File: src/rtl/nonce_search_ctrl.sv
// Mining-loop sequencer: walks a nonce range through the SHA-256 core and stops on the first comparator hit.
// Optional continuous mode (NONCE_SEARCH_CONT_EN): hits are recorded and the scan runs to the end of the range.
module nonce_search_ctrl #(
  parameter int NONCE_W = 32,
  parameter int CNT_W   = 32
) (
  input  logic               clk,
  input  logic               rst_n,
  input  logic               start,
  input  logic               stop,
  input  logic [NONCE_W-1:0] nonce_start,
  input  logic [NONCE_W-1:0] nonce_end,
  output logic               hash_req,
  input  logic               hash_ack,
  output logic [NONCE_W-1:0] hash_nonce,
  input  logic               hash_done,
  input  logic               cmp_hit,
  output logic               busy,
  output logic               found,
  output logic [NONCE_W-1:0] found_nonce,
  output logic               exhausted,
`ifdef NONCE_SEARCH_CONT_EN
  output logic [CNT_W-1:0]   hit_count,
`endif
  output logic [CNT_W-1:0]   hash_count
);

  localparam logic [2:0] S_IDLE      = 3'd0;
  localparam logic [2:0] S_ISSUE     = 3'd1;
  localparam logic [2:0] S_WAIT      = 3'd2;
  localparam logic [2:0] S_DRAIN     = 3'd3;
  localparam logic [2:0] S_FOUND     = 3'd4;
  localparam logic [2:0] S_EXHAUSTED = 3'd5;

  logic [2:0]         state_q, state_d;
  logic [NONCE_W-1:0] cur_q, cur_d;
  logic [NONCE_W-1:0] end_q, end_d;
  logic [NONCE_W-1:0] found_nonce_q, found_nonce_d;
  logic               found_q, found_d;
  logic               exhausted_q, exhausted_d;
  logic [CNT_W-1:0]   hash_count_q, hash_count_d;
`ifdef NONCE_SEARCH_CONT_EN
  logic [CNT_W-1:0]   hit_count_q, hit_count_d;
`endif

  function automatic logic [CNT_W-1:0] sat_inc(input logic [CNT_W-1:0] v);
    return (&v) ? v : v + 1'b1;
  endfunction

  always_comb begin
    state_d       = state_q;
    cur_d         = cur_q;
    end_d         = end_q;
    found_nonce_d = found_nonce_q;
`ifdef NONCE_SEARCH_CONT_EN
    found_d       = 1'b0;
    hit_count_d   = hit_count_q;
`else
    found_d       = found_q;
`endif
    exhausted_d   = exhausted_q;
    hash_count_d  = hash_count_q;

    case (state_q)
      S_IDLE, S_FOUND, S_EXHAUSTED: begin
        // stop in the same cycle drops the start
        if (start && !stop) begin
          cur_d        = nonce_start;
          end_d        = nonce_end;
          found_d      = 1'b0;
          exhausted_d  = 1'b0;
          hash_count_d = '0;
`ifdef NONCE_SEARCH_CONT_EN
          hit_count_d  = '0;
`endif
          state_d      = S_ISSUE;
        end
      end
      S_ISSUE: begin
        if (stop && hash_ack)  state_d = S_DRAIN;
        else if (stop)         state_d = S_IDLE;
        else if (hash_ack)     state_d = S_WAIT;
      end
      S_WAIT: begin
        // a stop coinciding with done discards that result; nothing is left to drain
        if (stop) begin
          state_d = hash_done ? S_IDLE : S_DRAIN;
        end else if (hash_done) begin
          hash_count_d = sat_inc(hash_count_q);
          if (cmp_hit) begin
            found_nonce_d = cur_q;
            found_d       = 1'b1;
`ifdef NONCE_SEARCH_CONT_EN
            hit_count_d   = sat_inc(hit_count_q);
`endif
          end
`ifdef NONCE_SEARCH_CONT_EN
          if (cur_q == end_q) begin
`else
          if (cmp_hit) begin
            state_d = S_FOUND;
          end else if (cur_q == end_q) begin
`endif
            exhausted_d = 1'b1;
            state_d     = S_EXHAUSTED;
          end else begin
            cur_d   = cur_q + 1'b1;
            state_d = S_ISSUE;
          end
        end
      end
      S_DRAIN: begin
        if (hash_done) state_d = S_IDLE;
      end
      default: state_d = S_IDLE;
    endcase
  end

  always_ff @(posedge clk or negedge rst_n) begin
    if (!rst_n) begin
      state_q       <= S_IDLE;
      cur_q         <= '0;
      end_q         <= '0;
      found_nonce_q <= '0;
      found_q       <= 1'b0;
      exhausted_q   <= 1'b0;
      hash_count_q  <= '0;
`ifdef NONCE_SEARCH_CONT_EN
      hit_count_q   <= '0;
`endif
    end else begin
      state_q       <= state_d;
      cur_q         <= cur_d;
      end_q         <= end_d;
      found_nonce_q <= found_nonce_d;
      found_q       <= found_d;
      exhausted_q   <= exhausted_d;
      hash_count_q  <= hash_count_d;
`ifdef NONCE_SEARCH_CONT_EN
      hit_count_q   <= hit_count_d;
`endif
    end
  end

  assign hash_req    = (state_q == S_ISSUE);
  assign hash_nonce  = cur_q;
  assign busy        = (state_q == S_ISSUE) || (state_q == S_WAIT) || (state_q == S_DRAIN);
  assign found       = found_q;
  assign found_nonce = found_nonce_q;
  assign exhausted   = exhausted_q;
  assign hash_count  = hash_count_q;
`ifdef NONCE_SEARCH_CONT_EN
  assign hit_count   = hit_count_q;
`endif

endmodule
File: config.mk
export PLATFORM = sky130hd
export DESIGN_NAME = nonce_search_ctrl
export DESIGN_NICKNAME = d
export VERILOG_FILES = /design/src/rtl/nonce_search_ctrl.sv
export SDC_FILE = /design/constraint.sdc
export NUM_CORES = 1
export LEC_CHECK = 0
export ABC_AREA = 0
export ABC_CLOCK_PERIOD_IN_PS = 2200
export CORE_MARGIN = 2
export CORE_UTILIZATION = 45
export DETAILED_ROUTE_END_ITERATION = 12
export PLACE_DENSITY = 0.85
export SLEW_MARGIN = 25
export SYNTH_ARGS = -nofsm -noshare
export SYNTH_HDL_FRONTEND = slang
export SYNTH_SLANG_ARGS = --single-unit
File: constraint.sdc
create_clock -name clk -period 2.2 [get_ports clk]
set_input_delay 0.44 -clock clk [delete_from_list [all_inputs] [get_ports clk]]
set_output_delay 0.44 -clock clk [all_outputs]
set_load 0.02 [all_outputs]
==> summary.txt <==
Period utilisation layout = 103%
Setup ws final = -59.1 ps
TritonCTS clock tree = built
Design area = 10300 um^2
Fraction of layout instances using a drive strength above 1 = 18.6%
Vias per std cell = 5.93
PwrDens = 1290 nW/um^2
Hold Vio Cnt, Final = 0
Status = finished, violations left
Area Growth Syn to Fin = 47.0%
Crit end category = flop
Routability cong. = 0.947
WL/cell = 19.8 um
Number of I/O pins = 171
Synth Flop Type = dfrtp_1
# rows = 45
Synth Instances = 765
Die width = 129 um
Post-Layout Cell Count = 1211
Die area = 16600 um^2
CP arrival = 2570 ps
Min cycle time layout = 2260 ps
Most common library cell in the layout ignoring fill and taps = clkdlybuf4s50_1
Clock Skew = 7.55 ps
Syn Nets = 838
DR pass1 iterations = 7
Critical Path RT = 2510 ps
Critical Path End = hash_nonce[16]
Number of nets in the layout = 1082
Clock latency at the later pin of the worst-skew pair = 430 ps
Synth warn = 0
Die H = 129 um
Distinct cells, synth = 57
Clock Sinks = 133
Worst slack, placed = -395 ps
DRC Markers = 0
Count of final max-slew check failures = 0
Worst Reg-to-Reg Cells = 8
Post-DP HPWL = 17.2 mm
Via Count = 7182
Starting density of the core = 46.0%
Worst rel slew slack = 57.9%
Worst-path clk slew = 60 ps
Crit path kind = reg -> reg
Synth area leaders = dfrtp_1, nand2_1, xnor2_1
GRT Overall Usage = 29.2%
Vias in the first global route = 6758
Commonest non-fill, non-tap cells in the layout = clkdlybuf4s50_1, nand2_1, dfrtp_1
TNS Setup = -213 ps
Yosys reg bits = 133
Ys async rst share = 100%
Crit path launch = hash_nonce[4]
CP max FO = 4
Worst-path cell chain = xnor2_1 > nand4_1 > nor4_4 > a211oi_2 > buf_4 > or2_4 > buf_6 > a221o_1
Initial detailed-routing violation count = 813
Clk buf depth = 2
Leakage = 4.52 nW
Residual overflow from global routing = 0
RSZ-0062 raised after global routing = yes
Post-Place Cells = 1174
Number of buffers created by CTS = 17
Sequential share of the synthesized area = 47.6%
Yosys top cell area share = 47.6%
FF-to-FF setup slack = -60 ps
Global-route wire length before repair = 37.1 mm
Fmax = 0.443 GHz
Reg-to-reg startpoint = hash_nonce[4]
Max-cap violations = 0
Drt total wl = 24.0 mm
Port Buffers = 170
Yosys top cell by area = dfrtp_1
Worst flop-to-flop path endpoint = hash_nonce[16]
H-tree levels = 4
Violated checks = negative setup slack
Number of synthesized flops with an enable pin = 0
Antenna violations before repair = 1
Hold WC Path Type = reg -> reg
Root Driver = clkbuf_16
Pin count of the biggest net entering global routing = 54
ANT nets after route = 0
Avg Cell Area, Syn = 9.14 um^2
Core Footprint = 15200 um^2
Worst setup SP type = flop
Worst Tran Pin Value = 631 ps
Slowest CP cell = dfrtp_1
Slowest Stage Delay on Critical Path = 420 ps
Total power = 13.3 mW
Worst IR Drop VDD = 0.000987 V
Post-place instance area = 9530 um^2
Synth Cell Area = 6990 um^2
# setup viols final = 8
## sequential cells by signal, indices dropped and copies added, names as in the netlist
signal	count
found_nonce	32
state_q	3
exhausted	1
hash_count	32
hash_nonce	32
found	1
end_q	32
## how the worst min path moves through the flow
stage	end	cells after the start	from	slack, ps
global placement	found_nonce[30]	1	rst_n	420
finish	found_nonce[17]	2	found_nonce[17]	480
detailed placement	found_nonce[30]	1	rst_n	430
global route	found_nonce[7]	2	found_nonce[7]	510
floorplan	end_q[0]	0	rst_n	140
CTS	found_nonce[2]	2	found_nonce[2]	480
## logic make-up after synthesis
logic type               Yosys count  share of synthesized area [%]
AO/OA/AOI/OAI                    155                           15.1
AND/OR/NAND/NOR                  333                           22.9
multiplexers                      22                           3.54
XOR/XNOR                          52                           6.51
buffers and inverters             68                           4.03
adder cells (fa/ha/maj)            2                          0.358
flip-flops                       133                           47.6
## Yosys cell counts, types with 2 or more instances
master,instances
o211ai_1,6
and4_1,8
a21oi_1,19
o221ai_1,5
nand4_1,24
xnor2_1,35
a31oi_1,8
o2bb2ai_1,9
o21ai_0,49
buf_2,15
and2_1,3
nor3_2,3
nand3b_1,2
xor2_1,17
and3_1,16
nand2b_1,3
nor4_1,5
nor4_2,2
dfrtp_1,133
o22ai_1,7
o211a_1,3
nand3_1,34
inv_1,20
nor2b_1,3
nor4_4,2
nor3_1,16
a22oi_1,5
a311o_1,3
a2bb2oi_1,6
o31ai_1,13
nand2_1,163
mux2_2,22
ha_1,2
clkbuf_1,31
nor2_1,42
o41ai_1,2
a22o_1,2
a211oi_1,8
## critical path: cells and delay by family (launching register included)
family                    cells  cell delay (ps)
and+or+nand+nor               3              740
AOI/OAI and AO/OA             2              440
DFF                           1              420
buffers and inverters         2              300
xor gates and xnor gates      1              240
## timing repair
item                                    CTS  global route
endpoints found under the setup margin   52            60
cloned                                    0             0
hold buffers                              1             0
gates resized for setup                  13            22
pin swaps                                 9             7
setup buffers                             2             1
hold endpoints to repair                 48             0
## metal layers
metal	wire length [um]	share of wire, %	up-vias	global-route usage [%]
met5	0	0	-	0
met4	1040	4.4	0	13.4
met3	2590	11	85	8.69
met2	10300	43	465	41.4
met1	10000	42	3423	41.3
li1	-	-	3209	-
## power breakdown
part,switching [mW],leakage [nW],internal (mW),total (mW)
combinational,3.51,2.56,2.93,6.44
clock,1.20,0.267,1.58,2.79
sequential,0.726,1.70,3.31,4.04
total,5.43,4.52,7.82,13.3
## metrics by stage
step	hold WS, ps	utilization (%)
floorplan	144	-
global placement	421	62.7
detailed placement	425	62.7
CTS	484	67.0
global route	506	67.6
finish	480	67.6
## final cells by class
type	instances	area [um^2]
timing repair buffer	273	2540
tap	188	235
clock buffer	18	429
sequential	133	3330
multi-input combinational	564	3530
clock inverter	14	141
antenna	1	2.50
fill	1121	4920
inverter	20	75.1
No activity file was read; power rests on OpenSTA's default activity.
